--- src/rtl/aq_rtu_gpr_wb_ctrl.sv ---
// GPR writeback controller: merges ALU, LSU and MDU results onto two registered
// writeback ports that never target the same register in the same cycle.
module aq_rtu_gpr_wb_ctrl #(
    parameter int unsigned PREG_W       = 6,
    parameter int unsigned DATA_W       = 64,
    parameter int unsigned STARVE_LIMIT = 4
) (
    input  logic              forever_cpuclk,
    input  logic              cpurst,
    input  logic              rtu_yy_xx_flush,
    input  logic              alu_wb_vld,
    input  logic [PREG_W-1:0] alu_wb_preg,
    input  logic [DATA_W-1:0] alu_wb_data,
    input  logic              lsu_wb_vld,
    input  logic [PREG_W-1:0] lsu_wb_preg,
    input  logic [DATA_W-1:0] lsu_wb_data,
    output logic              lsu_wb_rdy,
    input  logic              mdu_wb_vld,
    input  logic [PREG_W-1:0] mdu_wb_preg,
    input  logic [DATA_W-1:0] mdu_wb_data,
    output logic              mdu_wb_rdy,
    output logic              rtu_idu_wb0_vld,
    output logic [PREG_W-1:0] rtu_idu_wb0_preg,
    output logic [DATA_W-1:0] rtu_idu_wb0_data,
    output logic              rtu_idu_wb1_vld,
    output logic [PREG_W-1:0] rtu_idu_wb1_preg,
    output logic [DATA_W-1:0] rtu_idu_wb1_data
);

    localparam int unsigned NCAND          = 3;
    localparam logic [3:0]  LP_STARVE_LIM  = 4'(STARVE_LIMIT);
    localparam logic [3:0]  LP_STARVE_MAX  = 4'hF;

    logic              r_lsu_vld;
    logic [PREG_W-1:0] r_lsu_preg;
    logic [DATA_W-1:0] r_lsu_data;
    logic              r_mdu_vld;
    logic [PREG_W-1:0] r_mdu_preg;
    logic [DATA_W-1:0] r_mdu_data;
    logic [3:0]        r_starve;

    logic              r_wb0_vld;
    logic [PREG_W-1:0] r_wb0_preg;
    logic [DATA_W-1:0] r_wb0_data;
    logic              r_wb1_vld;
    logic [PREG_W-1:0] r_wb1_preg;
    logic [DATA_W-1:0] r_wb1_data;

    logic              w_promote;
    logic [NCAND-1:0]  w_cand_vld;
    logic [PREG_W-1:0] w_cand_preg [NCAND];
    logic [DATA_W-1:0] w_cand_data [NCAND];
    logic [NCAND-1:0]  w_gnt;

    logic              w_p0_vld;
    logic [PREG_W-1:0] w_p0_preg;
    logic [DATA_W-1:0] w_p0_data;
    logic              w_p1_vld;
    logic [PREG_W-1:0] w_p1_preg;
    logic [DATA_W-1:0] w_p1_data;

    logic              w_lsu_gnt;
    logic              w_mdu_gnt;
    logic              w_lsu_acc;
    logic              w_mdu_acc;

    assign w_promote = (r_starve >= LP_STARVE_LIM);

    // Slot 0 is always the ALU; slots 1/2 swap when the MDU is promoted.
    always_comb begin
        w_cand_vld     = '0;
        w_cand_vld[0]  = alu_wb_vld & ~rtu_yy_xx_flush;
        w_cand_preg[0] = alu_wb_preg;
        w_cand_data[0] = alu_wb_data;
        if (w_promote) begin
            w_cand_vld[1]  = r_mdu_vld & ~rtu_yy_xx_flush;
            w_cand_preg[1] = r_mdu_preg;
            w_cand_data[1] = r_mdu_data;
            w_cand_vld[2]  = r_lsu_vld & ~rtu_yy_xx_flush;
            w_cand_preg[2] = r_lsu_preg;
            w_cand_data[2] = r_lsu_data;
        end else begin
            w_cand_vld[1]  = r_lsu_vld & ~rtu_yy_xx_flush;
            w_cand_preg[1] = r_lsu_preg;
            w_cand_data[1] = r_lsu_data;
            w_cand_vld[2]  = r_mdu_vld & ~rtu_yy_xx_flush;
            w_cand_preg[2] = r_mdu_preg;
            w_cand_data[2] = r_mdu_data;
        end
    end

    // Zero-index writes are granted without occupying a port.
    always_comb begin
        w_gnt     = '0;
        w_p0_vld  = 1'b0;
        w_p0_preg = '0;
        w_p0_data = '0;
        w_p1_vld  = 1'b0;
        w_p1_preg = '0;
        w_p1_data = '0;
        for (int i = 0; i < int'(NCAND); i++) begin
            if (w_cand_vld[i]) begin
                if (w_cand_preg[i] == '0) begin
                    w_gnt[i] = 1'b1;
                end else if (!w_p0_vld) begin
                    w_gnt[i]  = 1'b1;
                    w_p0_vld  = 1'b1;
                    w_p0_preg = w_cand_preg[i];
                    w_p0_data = w_cand_data[i];
                end else if (!w_p1_vld && (w_cand_preg[i] != w_p0_preg)) begin
                    w_gnt[i]  = 1'b1;
                    w_p1_vld  = 1'b1;
                    w_p1_preg = w_cand_preg[i];
                    w_p1_data = w_cand_data[i];
                end
            end
        end
    end

    assign w_lsu_gnt  = w_promote ? w_gnt[2] : w_gnt[1];
    assign w_mdu_gnt  = w_promote ? w_gnt[1] : w_gnt[2];
    assign lsu_wb_rdy = ~cpurst & ~rtu_yy_xx_flush & (~r_lsu_vld | w_lsu_gnt);
    assign mdu_wb_rdy = ~cpurst & ~rtu_yy_xx_flush & (~r_mdu_vld | w_mdu_gnt);
    assign w_lsu_acc  = lsu_wb_vld & lsu_wb_rdy;
    assign w_mdu_acc  = mdu_wb_vld & mdu_wb_rdy;

    always_ff @(posedge forever_cpuclk) begin
        if (cpurst || rtu_yy_xx_flush) begin
            r_lsu_vld  <= 1'b0;
            r_lsu_preg <= '0;
            r_lsu_data <= '0;
        end else if (w_lsu_acc) begin
            r_lsu_vld  <= 1'b1;
            r_lsu_preg <= lsu_wb_preg;
            r_lsu_data <= lsu_wb_data;
        end else if (w_lsu_gnt) begin
            r_lsu_vld  <= 1'b0;
        end
    end

    always_ff @(posedge forever_cpuclk) begin
        if (cpurst || rtu_yy_xx_flush) begin
            r_mdu_vld  <= 1'b0;
            r_mdu_preg <= '0;
            r_mdu_data <= '0;
        end else if (w_mdu_acc) begin
            r_mdu_vld  <= 1'b1;
            r_mdu_preg <= mdu_wb_preg;
            r_mdu_data <= mdu_wb_data;
        end else if (w_mdu_gnt) begin
            r_mdu_vld  <= 1'b0;
        end
    end

    always_ff @(posedge forever_cpuclk) begin
        if (cpurst || rtu_yy_xx_flush) begin
            r_starve <= '0;
        end else if (!r_mdu_vld || w_mdu_gnt) begin
            r_starve <= '0;
        end else if (r_starve != LP_STARVE_MAX) begin
            r_starve <= r_starve + 4'd1;
        end
    end

    always_ff @(posedge forever_cpuclk) begin
        if (cpurst) begin
            r_wb0_vld  <= 1'b0;
            r_wb0_preg <= '0;
            r_wb0_data <= '0;
            r_wb1_vld  <= 1'b0;
            r_wb1_preg <= '0;
            r_wb1_data <= '0;
        end else begin
            r_wb0_vld  <= w_p0_vld;
            r_wb0_preg <= w_p0_preg;
            r_wb0_data <= w_p0_data;
            r_wb1_vld  <= w_p1_vld;
            r_wb1_preg <= w_p1_preg;
            r_wb1_data <= w_p1_data;
        end
    end

    assign rtu_idu_wb0_vld  = r_wb0_vld;
    assign rtu_idu_wb0_preg = r_wb0_preg;
    assign rtu_idu_wb0_data = r_wb0_data;
    assign rtu_idu_wb1_vld  = r_wb1_vld;
    assign rtu_idu_wb1_preg = r_wb1_preg;
    assign rtu_idu_wb1_data = r_wb1_data;

endmodule

--- config.mk ---
export PLATFORM = sky130hd
export DESIGN_NAME = aq_rtu_gpr_wb_ctrl
export DESIGN_NICKNAME = d
export VERILOG_FILES = /design/src/rtl/aq_rtu_gpr_wb_ctrl.sv
export SDC_FILE = /design/constraint.sdc
export NUM_CORES = 1
export LEC_CHECK = 0
export ABC_AREA = 0
export ABC_CLOCK_PERIOD_IN_PS = 4100
export CORE_ASPECT_RATIO = 0.7
export CORE_MARGIN = 2
export CORE_UTILIZATION = 40
export CTS_BUF_LIST = sky130_fd_sc_hd__clkbuf_4
export CTS_CLUSTER_SIZE = 20
export DETAILED_ROUTE_END_ITERATION = 16
export PLACE_DENSITY_LB_ADDON = 0.05
export SYNTH_ARGS = -nofsm -noshare
export SYNTH_HDL_FRONTEND = slang
export SYNTH_SLANG_ARGS = --single-unit
--- constraint.sdc ---
create_clock -name forever_cpuclk -period 4.1 [get_ports forever_cpuclk]
set_input_delay 0.41 -clock forever_cpuclk [delete_from_list [all_inputs] [get_ports forever_cpuclk]]
set_output_delay 0.41 -clock forever_cpuclk [all_outputs]
set_load 0.1 [all_outputs]
==> After elaboration in Yosys (flattened, before gate mapping) <==
Index checks and enable logic that the tools add are counted.
{ "totals": {"out_inout_bits": 144, "word_cells": 105, "regBits": 288, "in_bits": 216} }
{ "classes": {"n_eq_ne": 3, "mux": 62, "n_addsub": 1, "reduce_logical": 11, "order_cmp": 1, "bitwise": 14} }
{ "ops": {"columns": ["operator", "count"], "rows": [
  ["$mux W64", 16],
  ["$mux W128", 1],
  ["$mux W6", 16],
  ["$mux W1", 27],
  ["$logic_not A6 Y1", 3],
  ["$mux W12", 1],
  ["$ne A6 B6 Y1", 2],
  ["$and A1 B1 Y1", 8],
  ["$add A4 B1 Y4 const B", 1],
  ["$ge A4 B3 Y1 const B", 1],
  ["$ne A4 B4 Y1 const B", 1],
  ["$not A1 Y1", 4],
  ["$reduce_bool A2 Y1", 2],
  ["$logic_not A1 Y1", 2],
  ["$logic_or A1 B1 Y1", 2],
  ["$mux W2", 1],
  ["$or A1 B1 Y1", 2],
  ["$reduce_or A2 Y1", 1],
  ["$logic_and A1 B1 Y1", 1]
]} }

==> Logic depth before layout (Yosys ltp) <==
Gate-level depths: netlist (run 1).
{ "depth": {"word_depth": 19, "ltp_mapped": 14, "depth_no_buf": 9} }

==> Worst setup path after synthesis (run 1) <==
Ideal clock, no wire load.
{ "synth_path": {"kind": "flip-flop to output port", "from": "register r_lsu_vld", "to": "output mdu_wb_rdy", "path_stages_with_launch": 11, "arrival_ps": 3167, "t_required_ps": 3690, "n_path_buf": 1, "setup_slack_ps": 523, "cell_sequence": "dfxtp_1 or3b_1 a21oi_2 and2_1 buf_4 o211ai_1 and4_1 a2bb2oi_2 nand3_2 a31oi_1 nor2_1"} }
{ "synth_between": {"elab_chain_cells": 12, "elab_cells_between_ends": 16, "classes_between": "eq/ne: 1; mux: 10; bitwise: 3; reduce/logical: 2"} }
{ "synth_lines": {"columns": ["item", "line_no", "source"], "rows": [
  ["start: declaration", "34", "logic r_lsu_vld;"],
  ["start signal: assignment", "129", "r_lsu_vld <= 1'b0;"],
  ["start signal: assignment", "133", "r_lsu_vld <= 1'b1;"],
  ["start signal: assignment", "137", "r_lsu_vld <= 1'b0;"],
  ["$and A1 B1 Y1 *", "79, 83", null],
  ["$mux W2 *", "75", "if (w_promote) begin"],
  ["$mux W6 or $mux W1 (tied branches)", "102", "if (w_cand_vld[i]) begin"],
  ["$ne A6 B6 Y1 or $logic_not A1 Y1 (tied branches)", "110", "end else if (!w_p1_vld && (w_cand_preg[i] != w_p0_preg)) begin"],
  ["$logic_and A1 B1 Y1", "110", null],
  ["$mux W1", "110", null],
  ["$mux W1", "105", "end else if (!w_p0_vld) begin"],
  ["$mux W1", "103", "if (w_cand_preg[i] == '0) begin"],
  ["$mux W1", "102", null],
  ["$mux W1 *", "121", "assign w_mdu_gnt = w_promote ? w_gnt[1] : w_gnt[2];"],
  ["$or A1 B1 Y1 *", "123", "assign mdu_wb_rdy = ~cpurst & ~rtu_yy_xx_flush & (~r_mdu_vld | w_mdu_gnt);"],
  ["$and A1 B1 Y1 *", "123", null],
  ["end: declaration", "21", "output logic mdu_wb_rdy,"]
]} }
Every way passes the cells marked *; elsewhere a longest branch is shown, timed or not.

==> Worst setup path after layout (run 1) <==
{ "layout_path": {"from": "register r_lsu_preg[3]", "to": "output mdu_wb_rdy"} }
{ "layout_between": {"elab_chain_cells": 15, "elab_cells_between_ends": 26, "classes_between": "eq/ne: 2; mux: 18; bitwise: 2; reduce/logical: 4"} }
{ "layout_lines": {"columns": ["item", "line_no", "source"], "rows": [
  ["start: declaration", "35", "logic [PREG_W-1:0] r_lsu_preg;"],
  ["start signal: assignment", "134", "r_lsu_preg <= lsu_wb_preg;"],
  ["$mux W12 *", "75", null],
  ["$ne A6 B6 Y1", "110", null],
  ["$mux W1", "110", null],
  ["$mux W1", "105", null],
  ["$mux W1", "103", null],
  ["$mux W1", "102", null],
  ["$logic_not A1 Y1", "110", null],
  ["$logic_and A1 B1 Y1", "110", null],
  ["$mux W1", "110", null],
  ["$mux W1", "105", null],
  ["$mux W1", "103", null],
  ["$mux W1", "102", null],
  ["$mux W1 *", "121", null],
  ["$or A1 B1 Y1 *", "123", null],
  ["$and A1 B1 Y1 *", "123", null]
]} }
Marks and branches as above.

==> results of run 1 <==
logic make-up (layout without fill, tap and decap cells):
group                      Yosys count  in the layout
adders and majority gates            1              1
AOI/OAI and AO/OA                  210            210
other                                0              6
buffers and inverters              122            510
muxes                              147            147
and+or+nand+nor                    497            497
xor gates and xnor gates             6              6
DFF                                288            288
power by group:
| group | switching (uW) | internal [uW] |
|---|---|---|
| Sequential | 55.5 | 2870 |
| Clock | 1140 | 1220 |
| Combinational | 450 | 359 |
synth_stat cells, types with 3 or more instances:
cell                        number
sky130_fd_sc_hd__mux2i_1       145
sky130_fd_sc_hd__a31oi_1         6
sky130_fd_sc_hd__and4_1          3
sky130_fd_sc_hd__a22oi_1         6
sky130_fd_sc_hd__a31o_2          3
sky130_fd_sc_hd__and2_1          3
sky130_fd_sc_hd__a222oi_1       64
sky130_fd_sc_hd__o21a_1          3
sky130_fd_sc_hd__xor2_1          3
sky130_fd_sc_hd__nor2_1         79
sky130_fd_sc_hd__nand3_1         4
sky130_fd_sc_hd__nand2_1       370
sky130_fd_sc_hd__buf_4          10
sky130_fd_sc_hd__buf_6          13
sky130_fd_sc_hd__dfxtp_1       288
sky130_fd_sc_hd__a21oi_1        13
sky130_fd_sc_hd__nor3_1          4
sky130_fd_sc_hd__or3b_1          3
sky130_fd_sc_hd__xnor2_1         3
sky130_fd_sc_hd__a21o_1          3
sky130_fd_sc_hd__a32o_1          6
sky130_fd_sc_hd__o2bb2ai_1      67
sky130_fd_sc_hd__nand4_1         5
sky130_fd_sc_hd__nand3b_1        3
sky130_fd_sc_hd__clkbuf_1       66
sky130_fd_sc_hd__o21ai_0         7
sky130_fd_sc_hd__buf_2          22
sky130_fd_sc_hd__o211ai_1        7
sky130_fd_sc_hd__buf_12          7
sky130_fd_sc_hd__and3_1          9
sky130_fd_sc_hd__o21ai_1         3
metal layers:
layer,vias to the layer above,part of all wire [%],track usage [%]
met5,-,0.088,0
met4,6,2.1,9.54
met3,60,9.6,8.32
met2,500,45,39.5
met1,5174,43,33.9
li1,5218,-,-
through the flow:
stage / area (um2) / util [%] / hold WS [ns] / power, uW / instances
global placement: 15700 / 54.0 / 0.456 / 3790 / 1918
finish: 16600 / 57.0 / 0.142 / 6090 / 2043
global route: 16600 / 57.0 / 0.0995 / 6360 / 2043
CTS: 16600 / 56.9 / 0.106 / 6170 / 2037
detailed placement: 15700 / 54.0 / 0.461 / 3790 / 1918
floorplan: 11900 / - / 0.447 / 3440 / 1271
final timing paths:
path	slack (ns)	from	endpoint
max	0.28	r_lsu_preg[3]$_SDFFE_PP0P_	mdu_wb_rdy
min	0.14	cpurst	rtu_idu_wb0_data[26]$_SDFF_PP0_
max reg2reg	0.77	r_lsu_preg[3]$_SDFFE_PP0P_	r_mdu_data[37]$_SDFFE_PP0P_
min reg2reg	0.47	r_lsu_data[14]$_SDFFE_PP0P_	rtu_idu_wb1_data[14]$_SDFF_PP0_
state kept, by name, summed over array words and instances, names as in the netlist:
signal,count
rtu_idu_wb0_data,64
r_mdu_vld,1
r_mdu_preg,6
r_lsu_data,64
rtu_idu_wb1_preg,6
rtu_idu_wb0_vld,1
r_lsu_preg,6
rtu_idu_wb1_vld,1
rtu_idu_wb1_data,64
r_starve,4
r_lsu_vld,1
rtu_idu_wb0_preg,6
r_mdu_data,64
timing repair:
action / in CTS / in global routing
gates resized for setup: 1 / 5
endpoints found under the setup margin: 2 / 2
hold buffers: 0 / 0
area by class of cell:
type	count	area share, %
antenna	6	0.0905
clock buffer	104	4.71
clock inverter	15	0.506
inverter	3	0.0679
multi-input combinational	861	33.0
sequential	288	34.8
tap	378	2.85
timing repair buffer	388	24.0
worst max-delay path: stages, from the launching register on:
cell and delay (ns):
sky130_fd_sc_hd__dfxtp_1 0.61, sky130_fd_sc_hd__or3b_1 0.42, sky130_fd_sc_hd__a211o_1 0.31, sky130_fd_sc_hd__a21boi_1 0.15, sky130_fd_sc_hd__o22a_1 0.16, sky130_fd_sc_hd__nand2_1 0.09
sky130_fd_sc_hd__nand4_1 0.37, sky130_fd_sc_hd__a31oi_1 0.20, sky130_fd_sc_hd__nor2_1 0.20, sky130_fd_sc_hd__buf_12 0.20
==> run summary, run 1 <==
The run finished with clean final reports. The netlist area before placement came out at between 10000 and 15000 um2. The detailed-route DRC error count came out at 0. The number of cells produced by synthesis is ~1300. The data arrival time of the critical path is 3.41 ns. The number of cells on the worst reg-to-reg path came out at 10.

Sorting the synthesized cells by area gives the leading types as sky130_fd_sc_hd__dfxtp_1 48%, sky130_fd_sc_hd__mux2i_1 12%, sky130_fd_sc_hd__nand2_1 12%, sky130_fd_sc_hd__a222oi_1 5.4%, sky130_fd_sc_hd__o2bb2ai_1 4.9%. The number of distinct library cell variants in the gate-level netlist after synthesis came out at 66. The total overflow left after global routing is 0. The library cell used most frequently in the layout, excluding fill and tap cells, is sky130_fd_sc_hd__nand2_1. The clock slew at the register clock pins of the worst setup and hold paths came out at ~0.070 ns. Averaged over all synthesized cells, the footprint is 9.36 um2. The average via count per standard cell is 5.36. The final total negative setup slack came out at 0 ns. The critical path is of the flip-flop to output port type.

The first global-routing pass estimated around 62 mm of wire. The area of the die came out at 31100 um2. The core region is 29100 um2. The first detailed-routing pass ran for 8 iterations. The synthesized design contains 0 enable-type register cells.

The worst hold path passes through 2 cells. The worst path in the final design needs a cycle of 3.82 ns, including I/O delays and setup. The final worst-path cycle share is between 90 and 100%.

The required time of the critical path is around 3.7 ns. The clock tree buffer depth is 3. The worst slew margin relative to its limit came out at between 20% and 30%. The number of nets produced by synthesis is about 1500.

The number of setup buffers added after CTS came out at 0. The share of cells above drive strength 1 is just over 10%. The placer's final routability congestion estimate is 0.895.

The pin count of the biggest net entering global routing is 77. The power density over the cells came out at approximately 370 nW/um2. In the synthesized netlist the dominant register cell turns out to be sky130_fd_sc_hd__dfxtp_1. The floorplan has 52 rows. The top cell types in the final layout, fill and taps aside, are 370 x sky130_fd_sc_hd__nand2_1, 356 x sky130_fd_sc_hd__clkdlybuf4s50_1, 286 x sky130_fd_sc_hd__dfxtp_1. Dividing the detail-routed wire length by the instance count gives between 20 and 25 um. Of the post-synthesis cell area, the dominant cell type holds roughly 48%. The number of buffers added by the clock tree synthesis step is 74. The peak ir drop on the vdd network came out at about 0.0002 V.

The tool flagged a number of max-cap violations equal to 0. The achievable clock frequency is ~260 MHz. The number of levels the H-tree was split into is 3. The number of antenna violations at the first check in global routing came out at 9.

Once the floorplan was initialized, standard cells occupied about two fifths of the core. The antenna violation net count after detailed routing is 0. The static leakage power is roughly 0.0062 uW. Once routing completed, OpenROAD measured the worst setup slack at around 0.28 ns. After Yosys synthesis, full adders, half adders and majority gates account for less than 1% of the synthesized area. The combinational family with the most area after synthesis is simple AND/OR/NAND/NOR gates. The number of I/O port buffers came out at ~360.

The launching element type of the critical path is a flip-flop. The count of boundary I/O pins is 360. The pre-CTS setup slack came out at between 0.2 and 0.3 ns. The total area of sequential cells came out at 5770 um2.

The synthesized design contains roughly 290 register bits. The area of combinational cells with multiple inputs came out at 5470 um2. The total wire length is 41.1 mm. Setup repair after global routing left no endpoint under its margin.

The slew at the pin closest to its max-slew limit is about 1.1 ns. The area fraction in compound gates after synthesis is between 10% and 20%. The library cell with the largest summed area after synthesis is sky130_fd_sc_hd__dfxtp_1. The die span in x is approximately 210 um.

STA classifies the critical path endpoint as an output port. The count of final max-slew check failures was 0. The source-to-sink clock delay at the later pin of the worst-skew pair came out at approximately 0.7 ns. The number of hold violations in the final report is 0.

The clock tree from TritonCTS is yes. The sequential element share of the synthesized area came out at approximately half. The number of DRC violations after detailed-routing iteration 0 is approximately 1000. Summing the areas of all xor and xnor instances in the mapped netlist gives 0.442% of the synthesized area. The die extent in y is between 100 and 150 um. For this run, the total global-route usage over all layers was measured as approximately a quarter.

The mux share of post-synthesis cell area is between 10% and 20%. The post-synthesis share of cell area spent on and, or, nand and nor gates is around 17%. The final-layout fill cell count came out at 2610. The via count of the first global-routing pass came to around 11000. The worst min-delay path class is input pin to flip-flop. The clock skew after layout is 0.0346 ns. The HPWL after detailed placement is around 27 mm. The share of async-settable or async-resettable flops after synthesis came out at 0%. The number of clock sinks came out at about 290. Setup violations remaining at the end of the flow were counted as 0. The maximum fanout count along the critical path is 11. The root buffer cell chosen for the clock tree is sky130_fd_sc_hd__clkbuf_4.

The Yosys step of the flow raised 0 warnings. Relative to the synthesized area, the layout overhead comes to 39.5%. The post-layout net count is about 1800. The total via count after detailed routing is approximately 11000.
No activity file was read; power rests on OpenSTA's default activity.
==> inputs of run 2 (changes only) <==
CORE_UTILIZATION = 35   (was 40)
RECOVER_POWER = 50   (was not set)
==> run summary, run 2 (synthesized netlist as in run 1, its figures left out) <==
The flow ran to the end, and the final reports show no timing, DRC or antenna violations. The estimated wirelength of the detail-placed design was 26.9 mm (-1.1%). The instance count along the most critical hold path came to 2 (unchanged). The final core utilization is 49.9% (-7.2 points). The total non-filler cell area in the finished layout came out at 16700 um2 (+0.72%). The static leakage power was 0.00624 uW (+0.39%). The critical path starts at r_starve[3]$_SDFFE_PP0P_. The signal on the critical path passes through or3b_1 -> a21oi_4 -> and2_4 -> o21ai_0 -> a221oi_1 -> a31oi_1 -> nand3_2 -> a31oi_1 -> nor2_1 -> buf_12.

The global-route wire length before repair is 63.4 mm (+2.4%). The worst hold slack is 0.119 ns (-0.0226 ns). The starting density of the core came out at 35.5% (-5.4 points).

The endpoint identified for the worst register-to-register timing path is r_mdu_data[38]$_SDFFE_PP0P_. The cell area after placement is 15700 um2 (about the same). The startpoint identified for the worst register-to-register timing path is r_starve[3]$_SDFFE_PP0P_. The power density over the cells is 378 nW/um2 (+2.8%). The final setup violation count is 0 (unchanged).

The die extent in y came out at 158 um (+6.7%). Leaving out fill and tap cells, the most frequent cells in the layout are 370 x sky130_fd_sc_hd__nand2_1, 356 x sky130_fd_sc_hd__clkdlybuf4s50_1, 286 x sky130_fd_sc_hd__dfxtp_1. The overflow left after global routing is 0 (unchanged). The final total negative setup slack is 0 ns (unchanged). The average via count per standard cell came out at 5.17 (-3.6%). The total iterations of the first detailed-routing run is 7 (-1).

The data arrival time of the critical path came out at 3.42 ns (about the same). STA classifies the critical path startpoint as a flip-flop. The die span in x was 224 um (+6.8%). The number of levels the H-tree was split into is 3 (unchanged). The power consumption is 6310 uW (+3.5%). The number of clock sinks is 288 (unchanged).

The total global-route track usage is 23.5% (-2.3 points). The slew at the pin closest to its max-slew limit came out at 1.08 ns (-0.0316 ns). The pin count of the biggest net entering global routing came out at 144 (+87%).

The maximum fanout count along the critical path came out at 12 (+1). The worst setup path is captured at an output port. The number of buffers added by the clock tree synthesis step is 75 (+1.4%). The placer's final routability congestion estimate is 0.866 (-3.2%). The standard cell with the maximum stage delay on the critical path is sky130_fd_sc_hd__or3b_1. The count of standard-cell rows is 56 (+7.7%). The antenna violation net count after detailed routing is 0 (unchanged). The clock skew after layout came to 0.0402 ns (+0.00566 ns). The root buffer selected by CTS is sky130_fd_sc_hd__clkbuf_4. The post-layout minimum cycle time is 3.83 ns (+0.0116 ns). The number of DRC violations after detailed-routing iteration 0 came out at 949 (-7.8%). Among cell families on the critical path, the largest total delay comes from simple AND/OR/NAND/NOR gates. The count of boundary I/O pins is 360 (unchanged). The mean routed wirelength per cell came out at 20.3 um (+1.2%). The source-to-sink clock delay at the later pin of the worst-skew pair is 0.74 ns (+0.04 ns). TritonCTS built the clock tree. The final worst-path cycle share is 93.4% (+0.28 points).

The post-layout net count came out at 1831 (-0.11%). The most frequent standard cell in the layout excluding fill and tap cells is sky130_fd_sc_hd__nand2_1. The count of final max-slew check failures is 0 (unchanged). The reported max-cap violation count came out at 0 (unchanged). The required time of the critical path is 3.69 ns (about the same). The worst hold path terminates at rtu_idu_wb0_data[53]$_SDFF_PP0_. The final-layout fill cell count is 3202 (+23%). The peak ir drop on the vdd network came out at 0.000169 V (-14%). The total wire length is 42.8 mm (+4.2%). The total via count after detailed routing came to 10900 (-0.68%). The maximum cell stage delay along the critical path came out at 0.44 ns (-0.17 ns). The area of the die is 35500 um2 (+14%). The flop-to-flop setup slack came to 0.73 ns (-0.04 ns). The number of antenna violations at the first check in global routing came to 13 (+4). The worst path buffer plus inverter count is 1 (unchanged). The number of hold violations in the final report came out at 0 (unchanged). The via count of the first global-routing pass came out at 10700 (-0.15%). In this design, the critical path's most frequently occurring cell is sky130_fd_sc_hd__a31oi_1. The total core area is 33500 um2 (+15%). The detailed-route DRC error count is 0 (unchanged). The number of I/O port buffers came out at 359 (unchanged). The path class of the tightest hold or removal check is input pin to flip-flop.

The clock tree buffer depth came out at 3 (unchanged). Setup repair after global routing could not meet its margin everywhere. The area added between synthesis and finish came out at 40.5%. The achievable clock frequency is 261 MHz (-0.30%). The share of cells above drive strength 1 came out at 10.7% (+0.66 points). The clock slew at the register clock pins of the worst setup and hold paths is 0.07 ns (about the same).

The setup path with the least slack is of type flip-flop to output port. The worst slew margin relative to its limit was 27.8% (+2.1 points). The worst hold path begins at cpurst. The number of cells on the worst reg-to-reg path was 11 (+1).
==> run 2: cell types whose count changed in the layout (fill, tap and decap cells not counted), sizes merged <==
cell      previous run  this run
clkinvlp             0         1
clkbuf             104       117
buf                 32        29
bufinv               1         2
diode                6        11
clkinv              13         1
==> run 2: how the worst max path moves through the flow <==
stage | slack [ns] | cells past startpoint | end
after floorplan | 0.52 | 10 | mdu_wb_rdy
after global placement | 0.45 | 11 | r_mdu_data[40]$_SDFFE_PP0P_
after detailed placement | 0.33 | 10 | r_mdu_data[7]$_SDFFE_PP0P_
after CTS | 0.01 | 9 | lsu_wb_rdy
after global routing | -0.02 | 10 | mdu_wb_rdy
final | 0.27 | 10 | lsu_wb_rdy
==> run 2: repair_timing <==
| item | in CTS | in global routing |
|---|---|---|
| resized for setup | 3 | 4 |
| setup endpoints to repair | 2 | 2 |
| hold buffers | 0 | 0 |
| hold endpoints to repair | 0 | 0 |
| buffers inserted | 0 | 2 |
==> run 2: cell type report <==
class	count	area (um2)	area share [%]
Timing Repair Buffer	385	3920	23.5
Inverter	3	11.3	0.0674
Multi-Input combinational cell	861	5480	32.8
Clock buffer	117	878	5.26
Clock inverter	5	75.1	0.449
Antenna cell	11	27.5	0.165
Sequential cell	288	5770	34.5
Tap cell	435	544	3.26
==> run 2: per-stage QoR <==
| stage | std cells | worst slack (ns) |
|---|---|---|
| floorplan | 1271 | 0.523 |
| global placement | 1970 | 0.445 |
| detailed placement | 1970 | 0.332 |
| CTS | 2092 | 0.0135 |
| global route | 2101 | -0.0165 |
| finish | 2105 | 0.271 |
==> run 2: report_power, final <==
part           leakage, uW  internal, uW  switching [uW]
sequential         0.00234          2870            54.9
combinational      0.00333           352             452
clock             0.000573          1400            1180
total              0.00624          4620            1690
==> run 2: per-layer routing <==
layer,vias to the layer above,global-route usage [%],routed length [um]
met1,5202,30.1,18900
met4,4,7.76,653
met5,-,0,31
li1,5227,-,-
met3,46,8.26,3450
met2,405,36.9,19800
